$ cat config.mk
export PLATFORM = sky130hd
export DESIGN_NAME = seg_scan_driver
export DESIGN_NICKNAME = d
export VERILOG_FILES = /design/src/rtl/seg_pkg.sv /design/src/rtl/seg_hex_decode.sv /design/src/rtl/seg_scan_driver.sv
export SDC_FILE = /design/constraint.sdc
export NUM_CORES = 1
export LEC_CHECK = 0
export CAP_MARGIN = 20
export CORE_MARGIN = 2
export CORE_UTILIZATION = 40
export CTS_CLUSTER_SIZE = 8
export DETAILED_ROUTE_END_ITERATION = 10
export GPL_TIMING_DRIVEN = 0
export MAX_ROUTING_LAYER = met4
export PLACE_DENSITY = 0.66
export SYNTH_ARGS = -nofsm -noshare
export SYNTH_HDL_FRONTEND = slang
export SYNTH_HIERARCHICAL = 1
export SYNTH_SLANG_ARGS = --single-unit
$ cat constraint.sdc
create_clock -name clock -period 2.5 [get_ports clock]
set_input_delay 0.25 -clock clock [delete_from_list [all_inputs] [get_ports clock]]
set_output_delay 0.25 -clock clock [all_outputs]
set_load 0.02 [all_outputs]
$ cat src/rtl/seg_pkg.sv
// Shared segment constants and the hex-to-segment lookup for the scan driver.
package seg_pkg;

  localparam int unsigned SEG_W = 7;

  // Active-low {a,b,c,d,e,f,g}; every segment off.
  localparam logic [SEG_W-1:0] SEG_BLANK = 7'h7F;

  // Entry n is the pattern for hex digit n (listed F down to 0).
  localparam logic [15:0][SEG_W-1:0] SEG_DIGIT = {
    7'h38, 7'h30, 7'h42, 7'h31, 7'h60, 7'h08, 7'h04, 7'h00,
    7'h0F, 7'h20, 7'h24, 7'h4C, 7'h06, 7'h12, 7'h4F, 7'h01
  };

  function automatic logic [SEG_W-1:0] hex_to_seg(input logic [3:0] nibble);
    return SEG_DIGIT[nibble];
  endfunction

endpackage

$ cat src/rtl/seg_hex_decode.sv
// Combinational nibble-to-cathode decoder (active-low segments).
module seg_hex_decode
  import seg_pkg::*;
(
  input  logic [3:0]       nibble,
  output logic [SEG_W-1:0] segments_c
);

  assign segments_c = hex_to_seg(nibble);

endmodule

$ cat src/rtl/seg_scan_driver.sv
// Multiplexed 7-segment scan driver with anti-ghost blanking, blinking and
// frame-synchronous double-buffered digit updates.
module seg_scan_driver
  import seg_pkg::*;
#(
  parameter int unsigned NUM_DIGITS   = 8,
  parameter int unsigned REFRESH_DIV  = 32768,
  parameter int unsigned BLANK_CYCLES = 64,
  parameter int unsigned BLINK_LOG2   = 25
) (
  input  logic                    clock,
  input  logic                    reset,
  input  logic [4*NUM_DIGITS-1:0] digit_value,
  input  logic [NUM_DIGITS-1:0]   digit_enable,
  input  logic [NUM_DIGITS-1:0]   blink_mask,
  input  logic                    load,
  output logic [NUM_DIGITS-1:0]   anode,
  output logic [SEG_W-1:0]        cathode,
  output logic                    frame_done
);

  localparam int unsigned PW = $clog2(REFRESH_DIV);
  localparam int unsigned IW = (NUM_DIGITS > 1) ? $clog2(NUM_DIGITS) : 1;
  localparam int unsigned VW = 4 * NUM_DIGITS;

  generate
    if (NUM_DIGITS < 1 || NUM_DIGITS > 16) begin : g_bad_digits
      $error("seg_scan_driver: NUM_DIGITS must be 1..16");
    end
    if (REFRESH_DIV < 2) begin : g_bad_div
      $error("seg_scan_driver: REFRESH_DIV must be at least 2");
    end
    if (BLANK_CYCLES >= REFRESH_DIV) begin : g_bad_blank
      $error("seg_scan_driver: BLANK_CYCLES must be less than REFRESH_DIV");
    end
    if (BLINK_LOG2 < 1) begin : g_bad_blink
      $error("seg_scan_driver: BLINK_LOG2 must be at least 1");
    end
  endgenerate

  logic [PW-1:0]         presc;
  logic [IW-1:0]         idx;
  logic [BLINK_LOG2-1:0] blink_cnt;

  logic [VW-1:0]         act_value,  pend_value;
  logic [NUM_DIGITS-1:0] act_enable, pend_enable;
  logic [NUM_DIGITS-1:0] act_blink,  pend_blink;
  logic                  pend_valid;

  logic                  slot_end_c;
  logic                  boundary_c;
  logic                  dark_c;
  logic [3:0]            nibble_c;
  logic [SEG_W-1:0]      segments_c;
  logic [NUM_DIGITS-1:0] anode_c;
  logic [SEG_W-1:0]      cathode_c;

  // Select the active digit and decide whether its slot is lit right now.
  always_comb begin
    slot_end_c = (presc == PW'(REFRESH_DIV - 1));
    boundary_c = slot_end_c && (idx == IW'(NUM_DIGITS - 1));
    nibble_c   = act_value[{idx, 2'b00} +: 4];
    dark_c     = (32'(presc) < BLANK_CYCLES) || !act_enable[idx] ||
                 (act_blink[idx] && blink_cnt[BLINK_LOG2-1]);
    anode_c    = dark_c ? '1 : ~(NUM_DIGITS'(1) << idx);
    cathode_c  = dark_c ? SEG_BLANK : segments_c;
  end

  seg_hex_decode u_hex_decode (
    .nibble     (nibble_c),
    .segments_c (segments_c)
  );

  // Scan counters and registered display outputs.
  always_ff @(posedge clock) begin
    if (reset) begin
      presc      <= '0;
      idx        <= '0;
      blink_cnt  <= '0;
      anode      <= '1;
      cathode    <= SEG_BLANK;
      frame_done <= 1'b0;
    end else begin
      presc      <= slot_end_c ? '0 : presc + PW'(1);
      if (slot_end_c) begin
        idx <= boundary_c ? '0 : idx + IW'(1);
      end
      blink_cnt  <= blink_cnt + BLINK_LOG2'(1);
      anode      <= anode_c;
      cathode    <= cathode_c;
      frame_done <= boundary_c;
    end
  end

  // Loads land in the shadow copy; active only changes on the frame boundary.
  always_ff @(posedge clock) begin
    if (reset) begin
      act_value   <= '0;
      act_enable  <= '0;
      act_blink   <= '0;
      pend_value  <= '0;
      pend_enable <= '0;
      pend_blink  <= '0;
      pend_valid  <= 1'b0;
    end else if (boundary_c) begin
      if (load) begin
        act_value  <= digit_value;
        act_enable <= digit_enable;
        act_blink  <= blink_mask;
      end else if (pend_valid) begin
        act_value  <= pend_value;
        act_enable <= pend_enable;
        act_blink  <= pend_blink;
      end
      pend_valid <= 1'b0;
    end else if (load) begin
      pend_value  <= digit_value;
      pend_enable <= digit_enable;
      pend_blink  <= blink_mask;
      pend_valid  <= 1'b1;
    end
  end

endmodule

* Word-level counts from Yosys, hierarchy flattened
Memories as Yosys holds them, arrays and structs flattened. A register that Yosys moved wholly into a read port is not among the register bits. Cells that the tools add are included.
Cells by class: add/subtract/negate cells 3, magnitude comparators 2, eq/ne operators 2, shift operators 2, mux-type cells 11, bitwise operators 2, reductions and logical operators 11
Operators by type and width (count):
- two-way mux 32 bit | 2
- two-way mux 8 bit | 4
- indexed part select 32 x 6 -> 4 bit | 1
- adder 25 x 1 -> 25 bit, second input constant | 1
- adder 15 x 1 -> 15 bit, second input constant | 1
- == test 15 bit, second input constant | 1
- less-than comparator 15 x 7 -> 1 bit, second input constant | 1
- NOT 8 bit | 1
- << shifter 1 x 3 -> 8 bit, first input constant | 1
- binary-select mux 1 bit (select 3 bit) | 2
- OR reduction 2 bit | 3
- less-than comparator 3 x 4 -> 1 bit, second input constant | 1
- AND reduction 2 bit | 2
- adder 3 x 1 -> 3 bit, second input constant | 1
- == test 3 bit, second input constant | 1
- two-way mux 3 bit | 1
- logical AND 1 bit | 2
- logical OR 1 bit | 2
- two-way mux 1 bit | 2
- nonzero test 2 bit | 1
- zero test 1 bit | 1
- NOT 1 bit | 1
Storage, ports and cells: bits in registers 149, bits in read-only memories 112, input bits 51, output and inout bits 16, word-level logic and storage cells 46, memories kept 1
Memories:
- (no name shown) | depth 16, width 7, rd ports 1, clocked after memory_dff 1, write ports 0, line seg_pkg.sv:16 | return SEG_DIGIT[nibble];

* Logic depth before layout (Yosys ltp)
depth in word-level cells 6, gate-level depth with buffers 11, gate-level depth less buffers 9

* By module
Netlist, hierarchy kept.
By module, submodules not included:
- seg_scan_driver | instances 1, cells each 738, area each 7081.8 µm², sequential area each 3123.0 µm²
- seg_hex_decode | instances 1, cells each 33, area each 269.0 µm², sequential area each 0.0 µm²

* Worst setup path after synthesis
OpenSTA, ideal clock, no wires.
path type register -> register, start register idx[0], end register cathode[3], arrival time 2565 ps, path slack -195 ps, cell stages (with the launch flop) 11, path buffers 2, clock period less this slack 2695 ps, path through dfxtp_1 -> buf_6 -> clkbuf_1 -> mux4_2 -> nand2_1 -> nand2_1 -> inv_1 -> ha_1 -> inv_1 -> mux4_2 -> nand2b_1
Between the ends: elaborated cells between the ends (all ways) 10, those cells by class shift: 1; mux: 4; reduce/logical: 5
RTL lines:
- from (decl) | line seg_scan_driver.sv:42 | logic [IW-1:0] idx;
- from (signal assigned) | line seg_scan_driver.sv:86 | idx <= boundary_c ? '0 : idx + IW'(1);
- indexed part select 32 x 6 -> 4 bit | line seg_scan_driver.sv:62 | nibble_c = act_value[{idx, 2'b00} +: 4];
- named net nibble_c[0] | line seg_scan_driver.sv:53 | logic [3:0] nibble_c;
- to (decl) | line seg_scan_driver.sv:18 | output logic [SEG_W-1:0] cathode,
The timed path passes the listed nets, and every way through them passes these cells. The select of a mux whose other input is x is not followed. A chain may end at the register's enable or synchronous reset.

* Worst setup path in the final report
Same ends and word-level chain as after synthesis.

==> impl_metrics.py <==
metrics = {
    "die": {
        "start_util_pct": 40.8,
        "die-area_um2": 19500,
        "fp.coreArea_um2": 18000,
        "die_w_um": 140,
        "die_h_um": 140,
        "num_io_pins": 67,
        "rows": 49,
    },
    "setup_path": {
        "cp.required_ns": 2.80,
        "crit-reg2reg-launch": "idx[0]$_SDFFE_PP0P_",
        "critPathBufInv": 4,
        "worstPathArrival_ns": 2.68,
        "reg2reg_to": "cathode[3]$_SDFF_PP1_",
        "path_delay_family": "multiplexers",
        "reg2reg_slack_ns": 0.12,
        "cp_slowest_stage_delay_ns": 0.52,
        "crit_chain": "buf_8 > clkbuf_16 > mux4_2 > nand2_2 > nand2_4 > inv_2 > ha_1 > inv_1 > mux4_2 > nand2b_1",
        "crit_path_max_fanout": 10,
        "cp_slowest_cell": "mux4_2",
        "crit_top_cell": "mux4_2",
        "endpoint_kind": "flop",
        "cp-start-kind": "flop",
        "crit_type": "reg -> reg",
        "r2r_cells": 10,
    },
    "logic_synthesis": {
        "synth_area_um2": 7350,
        "ys_ff_latch": 156,
        "synth.largest_area_cell": "dfxtp_1",
        "yosys_warnings": 6,
        "synthTopCellsByArea": "dfxtp_1 42%, mux2i_1 7.9%, a311oi_1 5.7%",
        "synth_cell_types": 38,
        "synth_edf_count": 0,
        "async_reset_ff_share_pct": 0,
        "syn-num-nets": 837,
        "syn_area_per_cell_um2": 9.53,
        "synth_ff_type": "dfxtp_1",
        "netlist_instances": 771,
        "synth_top_area_share_pct": 42.5,
        "ys_seq_area_share_pct": 42.5,
    },
    "worst_hold_path": {
        "hp-class": "in -> reg",
        "holdPathStages": 3,
        "holdCritStartpoint": "load",
        "holdPathEnd": "pend_valid$_SDFFE_PP0P_",
    },
    "clock_tree": {
        "clockBufferDepth": 2,
        "cts_tree": "built",
        "cts_inserted_buffers": 17,
        "htreeDepth": 4,
        "cts_sinks": 156,
        "cts_root_buf": "clkbuf_16",
        "clk_pin_slew_ns": 0.06,
        "insertion_delay_ns": 0.43,
    },
    "power_and_ir_drop": {
        "leakagePower_uw": 0.00308,
        "vdd_drop_max_mv": 0.487,
        "power_uw": 5750,
        "power.density_nw_per_um2": 635,
        "sw_frac_of_total_pct": 21.4,
        "p_int_uw": 4520,
        "p_sw_uw": 1230,
        "power_frac_seq_pct": 44.7,
        "p_clk_share_pct": 49.0,
        "p_comb_share_pct": 6.3,
    },
    "placed_design": {
        "dp_slack_ns": -0.439,
        "port_buffers": 64,
        "dp_hpwl_um": 12500,
        "globalplace.congestion": 0.803,
    },
    "timing": {
        "final.min_clock_period_ns": 2.38,
        "hold_viol": 0,
        "fin_crit_sh_pct": 95.2,
        "setup_viol": 0,
        "relSlewSlack_pct": 37.3,
        "drv_slew": 0,
        "rsz0062_at_grt": "false",
        "skew_ns": 0.00978,
        "timing.final.ws_setup_ns": 0.120,
        "tightest_slew_ns": 0.932,
        "fmax_ghz": 0.420,
    },
    "global_route": {
        "antenna_found_initial": 0,
        "grt_pass1_vias": 5743,
        "grt_start_max_net_pins": 17,
        "globalRouteOverflowTotal": 0,
        "grt_first_pass_wirelength_um": 29700,
        "groute.usage.overall_pct": 19.6,
    },
    "status": {
        "outcome": "complete, no violations",
    },
    "finish": {
        "final_cell_mix": "154 x dfxtp_1, 64 x clkdlybuf4s50_1, 60 x a21oi_1",
        "nNetsFinal": 923,
        "antenna_cells": 0,
        "syn2layout_area_growth_pct": 23.1,
        "layout-drive-gt1-share_pct": 9.20,
        "final_common_cell": "dfxtp_1",
    },
    "run": {
        "max_cap_violations": 0,
    },
    "detailed_routing": {
        "vias": 6180,
        "drtIter0Drc": 456,
        "dr.pass1.iters": 5,
        "ant_nets": 0,
        "viasPerCell": 5.62,
        "drc": 0,
        "routed_wl_um": 18400,
        "avgRoutedWirePerCell_um": 16.7,
    },
}
cell usage after synthesis, drive strengths merged, types with 12 or more instances:
master and number:
nand2b 57, ha 15, o21ai 57, buf 17
dfxtp 156, nand4b 48, nand4 16, clkbuf 55
nor2 43, a21oi 60, inv 12, nand3 20
nand2 22, mux4 13, mux2i 58, xor2 16
a311oi 48
through the flow:
step	util, %	cells	cell area, um^2	TNS, ns	hold slack, ns
finish	50.2	1099	9050	0	0.401
global route	50.2	1099	9050	0	0.414
CTS	49.9	1098	9000	0	0.374
detailed placement	45.9	1064	8280	-21.94	0.451
global placement	45.9	1064	8280	-21.92	0.445
floorplan	-	771	7350	0	0.416
state kept, by name, summed over array words and instances (netlist names):
name / count
act_value: 32
cathode: 7
act_blink: 8
frame_done: 1
act_enable: 8
anode: 8
presc: 15
pend_valid: 1
idx: 3
pend_value: 32
pend_enable: 8
blink_cnt: 25
pend_blink: 8
metal layers:
layer  global-route usage [%]  share of wire (%)
met1                     25.9                 48
met2                     29.8                 47
met3                     4.85                4.4
met4                     5.79                1.2
met5                        -                  0
layout make-up:
class,instances,area [um^2]
plain buffers,71,329
multi-input cells,531,3950
clock buffers,26,509
inverters,12,45.0
clock inverters,6,130
flip-flops and latches,156,3130
fillers,1726,8980
repair buffers,68,671
well taps,229,287
power by group through the flow:
stage	sequential, uW	clock (uW)	combinational, uW
floorplan	2620	0	202
global placement	2620	0	360
detailed placement	2630	0	360
CTS	2570	2850	363
global route	2580	2980	395
finish	2570	2810	362
worst reg2reg max path, cell delays in order, from the launching register on:
cell       delay, ns
dfxtp_2         0.36
buf_8           0.13
clkbuf_16       0.16
mux4_2          0.52
nand2_2         0.11
nand2_4         0.09
inv_2           0.11
ha_1            0.14
inv_1           0.04
mux4_2          0.44
nand2b_1        0.15
worst max-delay path by stage:
stage / startpoint / end / slack (ns) / cells past startpoint
2_1_floorplan: idx[0]$_SDFFE_PP0P_ / cathode[3]$_SDFF_PP1_ / 0.02 / 10
3_3_place_gp: idx[1]$_SDFFE_PP0P_ / cathode[3]$_SDFF_PP1_ / -0.39 / 9
3_5_place_dp: idx[1]$_SDFFE_PP0P_ / cathode[3]$_SDFF_PP1_ / -0.44 / 9
4_1_cts: idx[1]$_SDFFE_PP0P_ / pend_value[24]$_SDFFE_PP0P_ / 0.01 / 9
5_1_grt: idx[1]$_SDFFE_PP0P_ / pend_value[24]$_SDFFE_PP0P_ / 0.02 / 8
6_report: idx[0]$_SDFFE_PP0P_ / cathode[3]$_SDFF_PP1_ / 0.12 / 10
cell families after synthesis:
group | count (synthesis) | synth area share (%)
compound gates | 172 | 14.7
mux | 73 | 12.2
buf+inv | 84 | 4.68
fa+ha+maj | 15 | 2.55
simple gates | 246 | 20.4
xor+xnor | 25 | 2.98
flops | 156 | 42.5
repair_timing:
item | 4_1_cts | 5_1_grt
endpoints found under the setup margin | 113 | 68
hold buffers | 0 | 0
gates resized for setup | 19 | 13
setup buffers | 2 | 2
No activity file was read; power rests on OpenSTA's default activity.
